[src/rtl/sevenseg_pkg.sv]
// Shared types and constants for the seven-segment scan controller.
package sevenseg_pkg;

   localparam logic [6:0] SEG_OFF = 7'b1111111;

   typedef enum logic [1:0] {
      ST_IDLE = 2'd0,
      ST_SHOW = 2'd1,
      ST_GAP  = 2'd2
   } scan_state_t;

   // Width needed to count 0..max(div,gap)-1, never less than one bit.
   function automatic int unsigned cnt_width(input int unsigned div, input int unsigned gap);
      int unsigned m;
      m = (div > gap) ? div : gap;
      return (m <= 1) ? 1 : $clog2(m);
   endfunction

endpackage

[src/rtl/sevenseg_scan_ctrl_sevensegdec.sv]
// Hex nibble to active-low seven-segment glyph, Y[0]=A .. Y[6]=G.
module sevensegdec (
   input  logic [3:0] I,
   output logic [0:6] Y
);

   always_comb begin
      Y = 7'b1111111;
      case (I)
         4'h0: Y = 7'b0000001;
         4'h1: Y = 7'b1001111;
         4'h2: Y = 7'b0010010;
         4'h3: Y = 7'b0000110;
         4'h4: Y = 7'b1001100;
         4'h5: Y = 7'b0100100;
         4'h6: Y = 7'b0100000;
         4'h7: Y = 7'b0001111;
         4'h8: Y = 7'b0000000;
         4'h9: Y = 7'b0000100;
         4'hA: Y = 7'b0001000;
         4'hB: Y = 7'b1100000;
         4'hC: Y = 7'b0110001;
         4'hD: Y = 7'b1000010;
         4'hE: Y = 7'b0110000;
         4'hF: Y = 7'b0111000;
         default: Y = 7'b1111111;
      endcase
   end

endmodule

[src/rtl/sevenseg_scan_ctrl.sv]
// Multiplexed common-anode scan controller with double-buffered display data,
// inter-digit blanking gap and optional leading-zero blanking.
module sevenseg_scan_ctrl
   import sevenseg_pkg::*;
#(
   parameter int unsigned DIGITS = 4,
   parameter int unsigned DIV    = 4,
   parameter int unsigned GAP    = 1
) (
   input  logic                  CLK,
   input  logic                  RST,
   input  logic                  EN,
   input  logic                  WE,
   input  logic [4*DIGITS-1:0]   DATA_IN,
   input  logic [DIGITS-1:0]     DP_IN,
   input  logic                  LZB,
   output logic [DIGITS-1:0]     AN,
   output logic [0:6]            SEG,
   output logic                  DP,
   output logic                  FRAME,
   output logic                  PEND
);

   localparam int unsigned CW = cnt_width(DIV, GAP);
   localparam int unsigned DW = $clog2(DIGITS);
   localparam int unsigned BW = 5 * DIGITS;

   localparam logic [CW-1:0] DIV_LAST = CW'(DIV - 1);
   localparam logic [CW-1:0] GAP_LAST = CW'(GAP - 1);
   localparam logic [DW-1:0] DIG_LAST = DW'(DIGITS - 1);

   scan_state_t       state, state_nxt;
   logic [CW-1:0]     cnt, cnt_nxt;
   logic [DW-1:0]     digit, digit_nxt;
   logic              frame_evt;

   // Buffer layout: {nibbles, dp bits}.
   logic [BW-1:0]     active, act_nxt;
   logic [BW-1:0]     shadow, shd_nxt;
   logic              pend_nxt;
   logic [BW-1:0]     wr_word;

   logic [3:0]        nibble;
   logic              dp_bit;
   logic              upper_zero;
   logic              lit;
   logic [0:6]        dec_y;
   logic [DIGITS-1:0] an_nxt;
   logic [0:6]        seg_nxt;
   logic              dp_nxt;

   assign wr_word = {DATA_IN, DP_IN};

   always_ff @(posedge CLK) begin
      if (RST) begin
         state  <= ST_IDLE;
         cnt    <= '0;
         digit  <= '0;
         active <= '0;
         shadow <= '0;
         PEND   <= 1'b0;
         AN     <= '1;
         SEG    <= SEG_OFF;
         DP     <= 1'b1;
         FRAME  <= 1'b0;
      end else begin
         state  <= state_nxt;
         cnt    <= cnt_nxt;
         digit  <= digit_nxt;
         active <= act_nxt;
         shadow <= shd_nxt;
         PEND   <= pend_nxt;
         AN     <= an_nxt;
         SEG    <= seg_nxt;
         DP     <= dp_nxt;
         FRAME  <= frame_evt;
      end
   end

   always_comb begin
      state_nxt = state;
      cnt_nxt   = cnt;
      digit_nxt = digit;
      frame_evt = 1'b0;
      if (!EN) begin
         state_nxt = ST_IDLE;
         cnt_nxt   = '0;
         digit_nxt = '0;
      end else begin
         case (state)
            ST_IDLE: begin
               state_nxt = ST_SHOW;
               cnt_nxt   = '0;
               digit_nxt = '0;
            end
            ST_SHOW: begin
               if (cnt == DIV_LAST) begin
                  state_nxt = ST_GAP;
                  cnt_nxt   = '0;
               end else begin
                  cnt_nxt = cnt + 1'b1;
               end
            end
            ST_GAP: begin
               if (cnt == GAP_LAST) begin
                  state_nxt = ST_SHOW;
                  cnt_nxt   = '0;
                  if (digit == DIG_LAST) begin
                     digit_nxt = '0;
                     frame_evt = 1'b1;
                  end else begin
                     digit_nxt = digit + 1'b1;
                  end
               end else begin
                  cnt_nxt = cnt + 1'b1;
               end
            end
            default: begin
               state_nxt = ST_IDLE;
               cnt_nxt   = '0;
               digit_nxt = '0;
            end
         endcase
      end

      act_nxt  = active;
      shd_nxt  = shadow;
      pend_nxt = PEND;
      if (frame_evt) begin
         act_nxt  = WE ? wr_word : (PEND ? shadow : active);
         pend_nxt = 1'b0;
      end else if (WE) begin
         if (state == ST_IDLE) begin
            act_nxt = wr_word;
         end else begin
            shd_nxt  = wr_word;
            pend_nxt = 1'b1;
         end
      end
   end

   // Outputs are decoded from next-cycle state and buffer so the pins are
   // registered yet switch on the same edge as the transition.
   always_comb begin
      nibble     = act_nxt[DIGITS + 4*digit_nxt +: 4];
      dp_bit     = act_nxt[digit_nxt];
      upper_zero = 1'b1;
      for (int unsigned j = 0; j < DIGITS; j++) begin
         if (j >= 32'(digit_nxt) && act_nxt[DIGITS + 4*j +: 4] != 4'h0) begin
            upper_zero = 1'b0;
         end
      end
      lit = (state_nxt == ST_SHOW) &&
            !(LZB && (digit_nxt != '0) && upper_zero && !dp_bit);
      an_nxt = '1;
      if (lit) begin
         an_nxt[digit_nxt] = 1'b0;
      end
      seg_nxt = lit ? dec_y : SEG_OFF;
      dp_nxt  = lit ? ~dp_bit : 1'b1;
   end

   sevensegdec u_dec (
      .I (nibble),
      .Y (dec_y)
   );

endmodule
[config.mk]
export PLATFORM = sky130hd
export DESIGN_NAME = sevenseg_scan_ctrl
export DESIGN_NICKNAME = d
export VERILOG_FILES = /design/src/rtl/sevenseg_pkg.sv /design/src/rtl/sevenseg_scan_ctrl_sevensegdec.sv /design/src/rtl/sevenseg_scan_ctrl.sv
export SDC_FILE = /design/constraint.sdc
export NUM_CORES = 1
export LEC_CHECK = 0
export CORE_ASPECT_RATIO = 1.5
export CORE_UTILIZATION = 60
export CTS_CLUSTER_DIAMETER = 200
export CTS_CLUSTER_SIZE = 10
export DETAILED_ROUTE_END_ITERATION = 16
export GPL_ROUTABILITY_DRIVEN = 0
export PLACE_DENSITY = 0.9
export SYNTH_ARGS = -nofsm -noshare
export SYNTH_HDL_FRONTEND = slang
export SYNTH_SLANG_ARGS = --single-unit
[constraint.sdc]
create_clock -name CLK -period 7.4 [get_ports CLK]
set_input_delay 0.74 -clock CLK [delete_from_list [all_inputs] [get_ports CLK]]
set_output_delay 0.74 -clock CLK [all_outputs]
set_load 0.02 [all_outputs]
==> metrics.md, run 1 <==
| Metric | Value |
|---|---|
| HPWL after DPL | `roughly 5400 microns` |
| DRC | `0` |
| # clock sinks | `60` |
| Most frequent cells in the layout | `dfxtp_1 (60), nand2_1 (54), nor2_1 (39), clkdlybuf4s50_1 (38), a21oi_1 (30)` |
| EDFF count, synth | `0` |
| Synth Area in Compound Gates | `0.198` |
| Largest net degree at the start of global routing | `49` |
| Syn-to-layout area delta | `17.7%` |
| Status | `finished, final reports clean` |
| Crit-path max FO | `30` |
| Max-cap violation count | `0` |
| Worst setup SP type | `input port` |
| DIE HEIGHT | `around 90 microns` |
| FF+latch count, synth | `60` |
| Yosys synthesis warning count | `0` |
| Net Count, Synth | `about 420` |
| Io pins | `39` |
| Post-CTS Hold Buffers | `0` |
| Worst slew margin | `0.358` |
| Fin Setup TNS | `0 ns` |
| Hold Violations, Final | `0` |
| Final Skew | `0.00651 ns` |
| Nets | `447` |
| Maximum VDD drop | `0.000156 V` |
| CP max stage cell | `a41o_1` |
| CTS Buffer Depth | `2` |
| Hold Path Class | `flop to flop` |
| Post-route minimum period | `around 4 ns` |
| XOR/XNOR share of the synthesized area | `0` |
| Initial DRC count | `approximately 190` |
| Clock-pin slew on the worst setup and hold paths | `0.06 ns` |
| WP data required | `7.56 ns` |
| Full die area | `5600 sq um` |
| Synth Cell Area | `about 3200 sq um` |
| Setup Buffers After CTS | `0` |
| Multiplexer share of the synthesized area | `0.0815` |
| Syn_area_per_cell | `8.30 sq um` |
| Final Core Density | `0.730` |
| CTS buffer count | `9` |
| PwrDens | `207 nW/um^2` |
| Fmax | `244 MHz` |
| Gr usage total | `0.311` |
| Vias | `2915` |
| Antenna cells | `0` |
| First-pass GRT wire length | `13100 microns` |
| Worst path most repeated cell | `o21ai_0` |
| Critical Path End Type | `flop` |
| CP max stage delay | `about 0.84 ns` |
| CTS tree | `built` |
| Unrepaired setup endpoints after global routing | `false` |
| Crit path arrival time | `4.26 ns` |
| Max-slew violations | `0` |
| Total congestion overflow | `0` |
| Die Wd | `61.4 microns` |
| Slew @ Worst Pin | `0.963 ns` |
| CTS-repair resized insts | `0` |
| Post-Synthesis Cells | `roughly 380` |
| # fillers | `397` |
| Drt first pass iters | `5` |
| Most common flop cell mapped by yosys | `dfxtp_1` |
| Main combinational cell family by area after synthesis | `simple AND/OR/NAND/NOR gates` |
| WS Path Type | `input port to flop` |
| Post-synthesis adder-cell area fraction | `0.0512` |
| Via density per instance | `6.06` |
| Input/output buffers | `38` |
| Async set or reset register ratio after synthesis | `0` |
| Vias in the first global route | `a little under 3k` |
| Final WL | `about 7700 microns` |
| Simple-Gate Fraction of Synth Area | `0.234` |
| H-tree levels | `3` |
| Leakage | `approximately 1.4 nW` |
| Most common library cell in the layout ignoring fill and taps | `dfxtp_1` |
| CP bufs+invs | `1` |
| Worst skew pair latency | `0.34 ns` |
| Cells along the critical path | `clkdlybuf4s50_1 > a41o_1 > nor2_1 > or4b_1 > and4_1 > o21ai_0 > o21ai_0 > a31oi_1 > o311ai_0` |
| Root buffer cell | `clkbuf_8` |
| Seq/Total Area, Yosys | `0.378` |
| Crit path max-delay family | `compound AO/OA/AOI/OAI gates` |
| Total Power | `0.774 mW` |
| Share of cells above drive strength 1 | `0.109` |
| Wirelength per Cell | `between 15 and 20 microns` |
| Initial antenna violation count | `0` |
| Initial Util | `0.620` |
| # rows | `32` |
| Number of routed nets with antenna violations | `0` |
| Final Setup Violations | `0` |
| Tcrit/Tclk final | `0.554` |
| Core ar. | `5120 sq um` |
| Unique cell type count in the Yosys netlist | `58` |
area by class of cell:
class,count,area [sq um],share of cell area
multi-input combinational,283,1800,0.480
clock inverter,1,30.0,0.00803
clock buffer,14,173,0.0462
sequential,60,1200,0.321
timing repair buffer,41,403,0.108
tap,68,85.1,0.0227
inverter,14,52.6,0.0140
final timing paths:
check | from | endpoint | slack (ns) | cells after the start
worst min register to register | shadow[15]$_SDFFE_PP0P_ | shadow[15]$_SDFFE_PP0P_ | 0.45 | 2
worst max-delay path | EN | SEG[2]$_SDFF_PP1_ | 3.30 | 9
worst min-delay path | shadow[15]$_SDFFE_PP0P_ | shadow[15]$_SDFFE_PP0P_ | 0.45 | 2
worst max register to register | state[0]$_SDFF_PP0_ | SEG[2]$_SDFF_PP1_ | 3.49 | 10
synthesized netlist by cell type, types with 8 or more instances:
cell,instances,share of area
dfxtp_1,60,0.38
nand2_1,54,0.064
nor2_1,39,0.046
a21oi_1,30,0.047
mux2_2,15,0.053
clkbuf_1,14,0.017
ha_1,13,0.051
inv_1,13,0.015
o21ai_0,13,0.020
nand3_1,11,0.017
mux2i_1,9,0.028
o211ai_1,9,0.021
nand3b_1,8,0.019
registers in the layout, summed over array words and instances (netlist names):
name	flops
FRAME	1
SEG	7
PEND	1
cnt	2
shadow	20
state	2
DP	1
AN	4
active	20
digit	2
cell families (layout without fill, tap and decap cells):
family | Yosys count | in the layout
AND/OR/NAND/NOR | 153 | 153
AO/OA/AOI/OAI | 93 | 93
flip-flops | 60 | 60
buffers and inverters | 40 | 70
multiplexers | 24 | 24
adder cells (fa/ha/maj) | 13 | 13
worst reg2reg max path, delay by kind of cell (launching register included):
| kind | cells | cell delay (ns) |
|---|---|---|
| and+or+nand+nor | 3 | 0.96 |
| AOI/OAI and AO/OA | 5 | 2.01 |
| buffers and inverters | 1 | 0.09 |
| adders and majority gates | 1 | 0.32 |
| DFF | 1 | 0.34 |
per-stage QoR:
| step | std cells | worst slack [ns] | hold slack [ns] | instance area (sq um) |
|---|---|---|---|---|
| floorplan | 383 | 4.23 | 0.432 | 3180 |
| global placement | 466 | 3.12 | 0.441 | 3540 |
| detailed placement | 466 | 3.01 | 0.447 | 3540 |
| CTS | 481 | 3.38 | 0.455 | 3740 |
| global route | 481 | 2.92 | 0.471 | 3740 |
| finish | 481 | 3.30 | 0.454 | 3740 |
metal layers:
metal  wire, microns  vias up  part of all wire  GRT usage
met5               0        -                 0          0
met4             320        0             0.042      0.159
met3             419       33             0.055     0.0883
met2            3960      105              0.52      0.510
met1            2950     1371              0.39      0.352
li1                -     1406                 -          -
where the power goes:
part / switching [mW] / internal (mW) / total, mW
Combinational: 0.0675 / 0.0564 / 0.124
Clock: 0.120 / 0.182 / 0.301
Sequential: 0.00967 / 0.339 / 0.349
Total: 0.197 / 0.577 / 0.774
(Power assumes the default switching activity.)
==> inputs of run 2 (changes only) <==
--- a/config.mk
+++ b/config.mk
@@ -6,12 +6,12 @@
 export NUM_CORES = 1
 export LEC_CHECK = 0
 export CORE_ASPECT_RATIO = 1.5
-export CORE_UTILIZATION = 60
+export CORE_UTILIZATION = 50
 export CTS_CLUSTER_DIAMETER = 200
 export CTS_CLUSTER_SIZE = 10
 export DETAILED_ROUTE_END_ITERATION = 16
 export GPL_ROUTABILITY_DRIVEN = 0
-export PLACE_DENSITY = 0.9
+export PLACE_DENSITY = 0.81
 export SYNTH_ARGS = -nofsm -noshare
 export SYNTH_HDL_FRONTEND = slang
 export SYNTH_SLANG_ARGS = --single-unit
==> constraint.sdc (replaced) <==
create_clock -name CLK -period 3.4 [get_ports CLK]
set_input_delay 0.34 -clock CLK [delete_from_list [all_inputs] [get_ports CLK]]
set_output_delay 0.34 -clock CLK [all_outputs]
set_load 0.02 [all_outputs]
==> run 2 against run 1 <==
  * Global-route usage down 4.9 points
  * Total power grew 130%
  * Clock-buffer cell count fell by 2
  * Final cell count rose by 5.6%
  * Register-to-register slack worse by 3.3 ns
  * Combinational power is 140% higher
  * Core utilization decreased by 9.2 points
  * Wire length grew 8.0%
  * Sequential share of layout area down 1.4 points
  * Highest routed layer unchanged
==> metrics.md, run 2 (same netlist as run 1, synthesis figures left out) <==
| Metric | Value |
|---|---|
| Leakage | `1.55 nW` |
| WP data required | `3.63 ns` |
| Setup WS pre-CTS | `0.0656 ns` |
| Root buffer cell | `clkbuf_8` |
| CTS Buffer Depth | `2` |
| Switch Pwr | `0.457 mW` |
| Final Cell Area | `3910 sq um` |
| CTS buffer count | `9` |
| # fillers | `between 500 and 600` |
| CTS tree | `built` |
| Worst slew margin | `0.501` |
| Max-cap violation count | `0` |
| Final WL | `8270 microns` |
| Sequential share of power | `0.430` |
| Crit path arrival time | `3.41 ns` |
| Initial Util | `0.518` |
| Non-filler cells in the finished layout | `a little over 500` |
| Syn-to-layout area delta | `23.1%` |
| Total congestion overflow | `0` |
| Core ar. | `6130 sq um` |
| Logic pwr share | `0.167` |
| Fmax | `315 MHz` |
| Largest net degree at the start of global routing | `48` |
| Initial DRC count | `214` |
| Vias in the first global route | `2883` |
| Final Skew | `0.00674 ns` |
| Maximum VDD drop | `0.000287 V` |
| DIE HEIGHT | `approximately 100 microns` |
| Tcrit/Tclk final | `0.935` |
| Crit-path max FO | `14` |
| Hold Path Class | `flop to flop` |
| Clock-pin slew on the worst setup and hold paths | `0.06 ns` |
| Gr usage total | `0.262` |
| Worst skew pair latency | `0.34 ns` |
| Clock Power Share | `0.403` |
| Full die area | `~6700 sq um` |
| Cell Count Post-Placement | `491` |
| Io pins | `39` |
| Input/output buffers | `38` |
| Switching Fraction | `0.259` |
| HPWL after DPL | `5920 microns` |
| Status | `finished, final reports clean` |
| First-pass GRT wire length | `13200 microns` |
| Share of cells above drive strength 1 | `0.152` |
| Number of routed nets with antenna violations | `0` |
| Post-route minimum period | `3.18 ns` |
| Post-CTS Hold Buffers | `0` |
| Max-slew violations | `0` |
| Critical Path End Type | `flop` |
| Most common library cell in the layout ignoring fill and taps | `dfxtp_1` |
| WS Path Type | `flop to flop` |
| Die Wd | `67.1 microns` |
| Top flop regs | `active (20), shadow (20), SEG (7)` |
| Fin Setup TNS | `0 ns` |
| Unrepaired setup endpoints after global routing | `false` |
| Most frequent cells in the layout | `dfxtp_1 (60), nand2_1 (54), nor2_1 (39), clkdlybuf4s50_1 (38), a21oi_1 (30)` |
| H-tree levels | `3` |
| Initial antenna violation count | `0` |
| Vias | `around 3k` |
| Worst setup margin | `0.222 ns` |
| Nets | `467` |
| Antenna cells | `0` |
| Slew @ Worst Pin | `0.747 ns` |
| PwrDens | `451 nW/um^2` |
| DRC | `0` |
| Final Setup Violations | `0` |
| Wirelength per Cell | `between 15 and 20 microns` |
| Via density per instance | `5.95` |
| Drt first pass iters | `5` |
| Hold Violations, Final | `0` |
| # rows | `35` |
| Internal power | `between 1 and 1.5 mW` |
| Worst setup SP type | `flop` |
| # clock sinks | `60` |
| Placed Instance Area | `roughly 3700 sq um` |
run 2: cell count changes in the layout (fill, tap and decap cells not counted):
cell        before  now
clkbuf_8        12   10
o21ai_0         13   12
clkinvlp_4       0    1
clkinv_2         0    1
buf_4            3   23
o21ai_1          1    2
bufinv_16        1    2
run 2: worst paths after layout:
check | startpoint | end | slack, ns | cells past startpoint
worst max-delay path | state[0]$_SDFF_PP0_ | SEG[0]$_SDFF_PP1_ | 0.22 | 13
worst min-delay path | shadow[6]$_SDFFE_PP0P_ | shadow[6]$_SDFFE_PP0P_ | 0.46 | 2
worst max register to register | state[0]$_SDFF_PP0_ | SEG[0]$_SDFF_PP1_ | 0.22 | 13
worst min register to register | shadow[6]$_SDFFE_PP0P_ | shadow[6]$_SDFFE_PP0P_ | 0.46 | 2
run 2: critical path, cell delays in order (launching register included):
cell and delay (ns):
dfxtp_1 0.40, inv_1 0.09, ha_1 0.27, a41o_1 0.31, buf_4 0.22, buf_4 0.18, a32o_1 0.21, or3_1 0.39
o32ai_1 0.22, a21oi_2 0.09, buf_4 0.19, nor2b_1 0.26, o2bb2ai_1 0.15, o21ai_1 0.08
run 2: layout make-up:
| type | count | area, sq um | share of cell area |
|---|---|---|---|
| Multi-Input combinational cell | 283 | 1800 | 0.459 |
| Sequential cell | 60 | 1200 | 0.307 |
| Timing Repair Buffer | 61 | 553 | 0.141 |
| Clock buffer | 12 | 145 | 0.0371 |
| Tap cell | 74 | 92.6 | 0.0237 |
| Clock inverter | 4 | 72.6 | 0.0185 |
| Inverter | 14 | 52.6 | 0.0134 |
run 2: timing repair:
| item | CTS | global route |
|---|---|---|
| endpoints found under the setup margin | 0 | 4 |
| buffers inserted | 0 | 1 |
| gates resized for setup | 0 | 1 |
run 2: stage by stage:
| stage | util | power [mW] | hold slack (ns) |
|---|---|---|---|
| final | 0.638 | 1.76 | 0.456 |
| after global routing | 0.638 | 1.84 | 0.478 |
| after CTS | 0.637 | 1.77 | 0.459 |
| after detailed placement | 0.602 | 1.06 | 0.449 |
| after global placement | 0.602 | 1.05 | 0.442 |
| after floorplan | - | 0.949 | 0.426 |
run 2: layer usage:
layer  global-route usage  routed length [microns]
met1                0.283                     3280
met2                0.438                     4170
met3               0.0539                      412
met4                0.187                      406
met5                    0                        0
run 2: power groups by stage:
stage	Sequential, mW	Clock, mW	Combinational (mW)
2_1_floorplan	0.777	0	0.173
3_3_place_gp	0.772	0	0.279
3_5_place_dp	0.773	0	0.287
4_1_cts	0.758	0.719	0.290
5_1_grt	0.761	0.757	0.318
6_report	0.758	0.711	0.295
==> inputs of run 3 (changes only) <==
--- a/config.mk
+++ b/config.mk
@@ -12,6 +12,7 @@
 export DETAILED_ROUTE_END_ITERATION = 16
 export GPL_ROUTABILITY_DRIVEN = 0
 export PLACE_DENSITY = 0.81
+export SETUP_SLACK_MARGIN = 0.05
 export SYNTH_ARGS = -nofsm -noshare
 export SYNTH_HDL_FRONTEND = slang
 export SYNTH_SLANG_ARGS = --single-unit
==> run 3 against run 2 <==
  * Design area up 0.19%
  * Core utilization increased by 0.12 points
  * Final cell count is 0.20% higher
  * First-iteration DRC count rose by 14%
  * Sequential power about the same
  * Maximum frequency increased by 0.30%
  * Wire length increased by 0.13%
  * Clock-buffer cell count is the same
  * Sequential share of layout area fell by 0.059 points
==> metrics.md, run 3 (same netlist as run 1, synthesis figures left out) <==
| Metric | Value |
|---|---|
| Area of the multi-input gates | `1800 sq um` |
| Status | `finished, final reports clean` |
| Gr usage total | `0.262` |
| H-tree levels | `3` |
| Fmax | `316 MHz` |
| Tcrit/Tclk final | `0.932` |
| Hold Violations, Final | `0` |
| Total Power | `~1.8 mW` |
| # clock sinks | `60` |
| Root buffer cell | `clkbuf_8` |
| Hold Path Class | `flop to flop` |
| Vias | `3009` |
| Most common library cell in the layout ignoring fill and taps | `dfxtp_1` |
| Crit-path max FO | `14` |
| Critical Path End Type | `flop` |
| Io pins | `39` |
| Reg area | `between 1000 and 1500 sq um` |
| Full die area | `6690 sq um` |
| Cell Count Post-Placement | `between 400 and 500` |
| Antenna cells | `0` |
| Fin Setup TNS | `0 ns` |
| Max-slew violations | `0` |
| Maximum VDD drop | `0.000287 V` |
| DIE HEIGHT | `99.6 microns` |
| CTS Buffer Depth | `2` |
| Wirelength per Cell | `around 16 microns` |
| Worst slew margin | `0.511` |
| Final Setup Violations | `0` |
| WP data required | `3.63 ns` |
| Total congestion overflow | `0` |
| Die Wd | `around 67 microns` |
| Final Skew | `0.00631 ns` |
| Setup WS pre-CTS | `0.0656 ns` |
| CTS tree | `built` |
| CP max stage cell | `dfxtp_1` |
| Number of routed nets with antenna violations | `0` |
| Non-filler cells in the finished layout | `509` |
| PwrDens | `between 400 and 500 nW/um^2` |
| Via density per instance | `between 5 and 6` |
| Syn-to-layout area delta | `23.4%` |
| Worst setup margin | `0.231 ns` |
| Initial antenna violation count | `0` |
| R2R setup slack | `0.23 ns` |
| Worst path most repeated cell | `buf_4` |
| Initial DRC count | `245` |
| Largest net degree at the start of global routing | `48` |
| Final Core Density | `0.640` |
| Drt first pass iters | `5` |
| WS Path Type | `flop to flop` |
| First-pass GRT wire length | `13200 microns` |
| Clock-pin slew on the worst setup and hold paths | `0.06 ns` |
| CP max stage delay | `around 0.40 ns` |
| Crit path arrival time | `3.40 ns` |
| Most frequent cells in the layout | `dfxtp_1 (60), nand2_1 (54), nor2_1 (39), clkdlybuf4s50_1 (38), a21oi_1 (30)` |
| Max-cap violation count | `0` |
| Vias in the first global route | `around 2.9k` |
| Slew @ Worst Pin | `0.732 ns` |
| Nets | `468` |
| Share of cells above drive strength 1 | `0.154` |
| Post-route minimum period | `3.17 ns` |
| CTS buffer count | `9` |
| Cells along the critical path | `inv_1 > ha_1 > a41o_1 > buf_4 > buf_4 > a32o_1 > or3_1 > o32ai_1 > a21oi_2 > buf_4 > nor2b_1 > o2bb2ai_1 > o21ai_1` |
| Worst skew pair latency | `~0.34 ns` |
| Unrepaired setup endpoints after global routing | `true` |
| Initial Util | `0.518` |
| # fillers | `slightly above 500` |
| # rows | `35` |
| Leakage | `about 1.6 nW` |
| Worst setup SP type | `flop` |
| Core ar. | `6130 sq um` |
| Input/output buffers | `38` |
| HPWL after DPL | `5920 microns` |
| Top flop regs | `active (20), shadow (20), SEG (7)` |
| DRC | `0` |
| Final WL | `8280 microns` |
==> run 3: worst max-delay path: cells and delay by family, from the launching register on <==
family | cells | cell delay [ns]
adder cells (fa/ha/maj) | 1 | 0.25
AO/OA/AOI/OAI | 6 | 1.09
buffers and inverters | 4 | 0.68
AND/OR/NAND/NOR | 2 | 0.65
flip-flops | 1 | 0.40
==> run 3: layout make-up <==
cell class	instances	share of cell area
Clock buffer	12	0.0370
Clock inverter	4	0.0185
Inverter	14	0.0134
Multi-Input combinational cell	283	0.458
Sequential cell	60	0.306
Tap cell	74	0.0236
Timing Repair Buffer	62	0.143
==> run 3: timing repair <==
action,4_1_cts,5_1_grt
setup buffers,0,2
setup endpoints to repair,0,6
hold buffers,0,0
resized for setup,0,2
==> run 3: through the flow <==
| step | hold WS [ns] | cell area [sq um] |
|---|---|---|
| detailed placement | 0.449 | 3690 |
| finish | 0.456 | 3920 |
| global placement | 0.442 | 3690 |
| global route | 0.478 | 3920 |
| floorplan | 0.426 | 3180 |
| CTS | 0.459 | 3910 |
==> run 3: routing by layer <==
layer / track usage / vias up / wire length, microns
li1: - / 1454 / -
met1: 0.283 / 1406 / 3270
met2: 0.438 / 109 / 4160
met3: 0.0539 / 40 / 445
met4: 0.187 / 0 / 400
met5: 0 / - / 0
==> run 3: final timing paths <==
check                                              end  cells past startpoint                   start
worst min register to register  shadow[6]$_SDFFE_PP0P_                      2  shadow[6]$_SDFFE_PP0P_
worst max register to register       SEG[0]$_SDFF_PP1_                     13     state[0]$_SDFF_PP0_
worst min-delay path            shadow[6]$_SDFFE_PP0P_                      2  shadow[6]$_SDFFE_PP0P_
worst max-delay path                 SEG[0]$_SDFF_PP1_                     13     state[0]$_SDFF_PP0_
==> run 3: where the power goes <==
group | internal [mW] | total [mW] | leakage [nW] | switching, mW
logic | 0.139 | 0.297 | 0.954 | 0.158
registers | 0.738 | 0.758 | 0.492 | 0.0201
clock network | 0.432 | 0.710 | 0.107 | 0.278
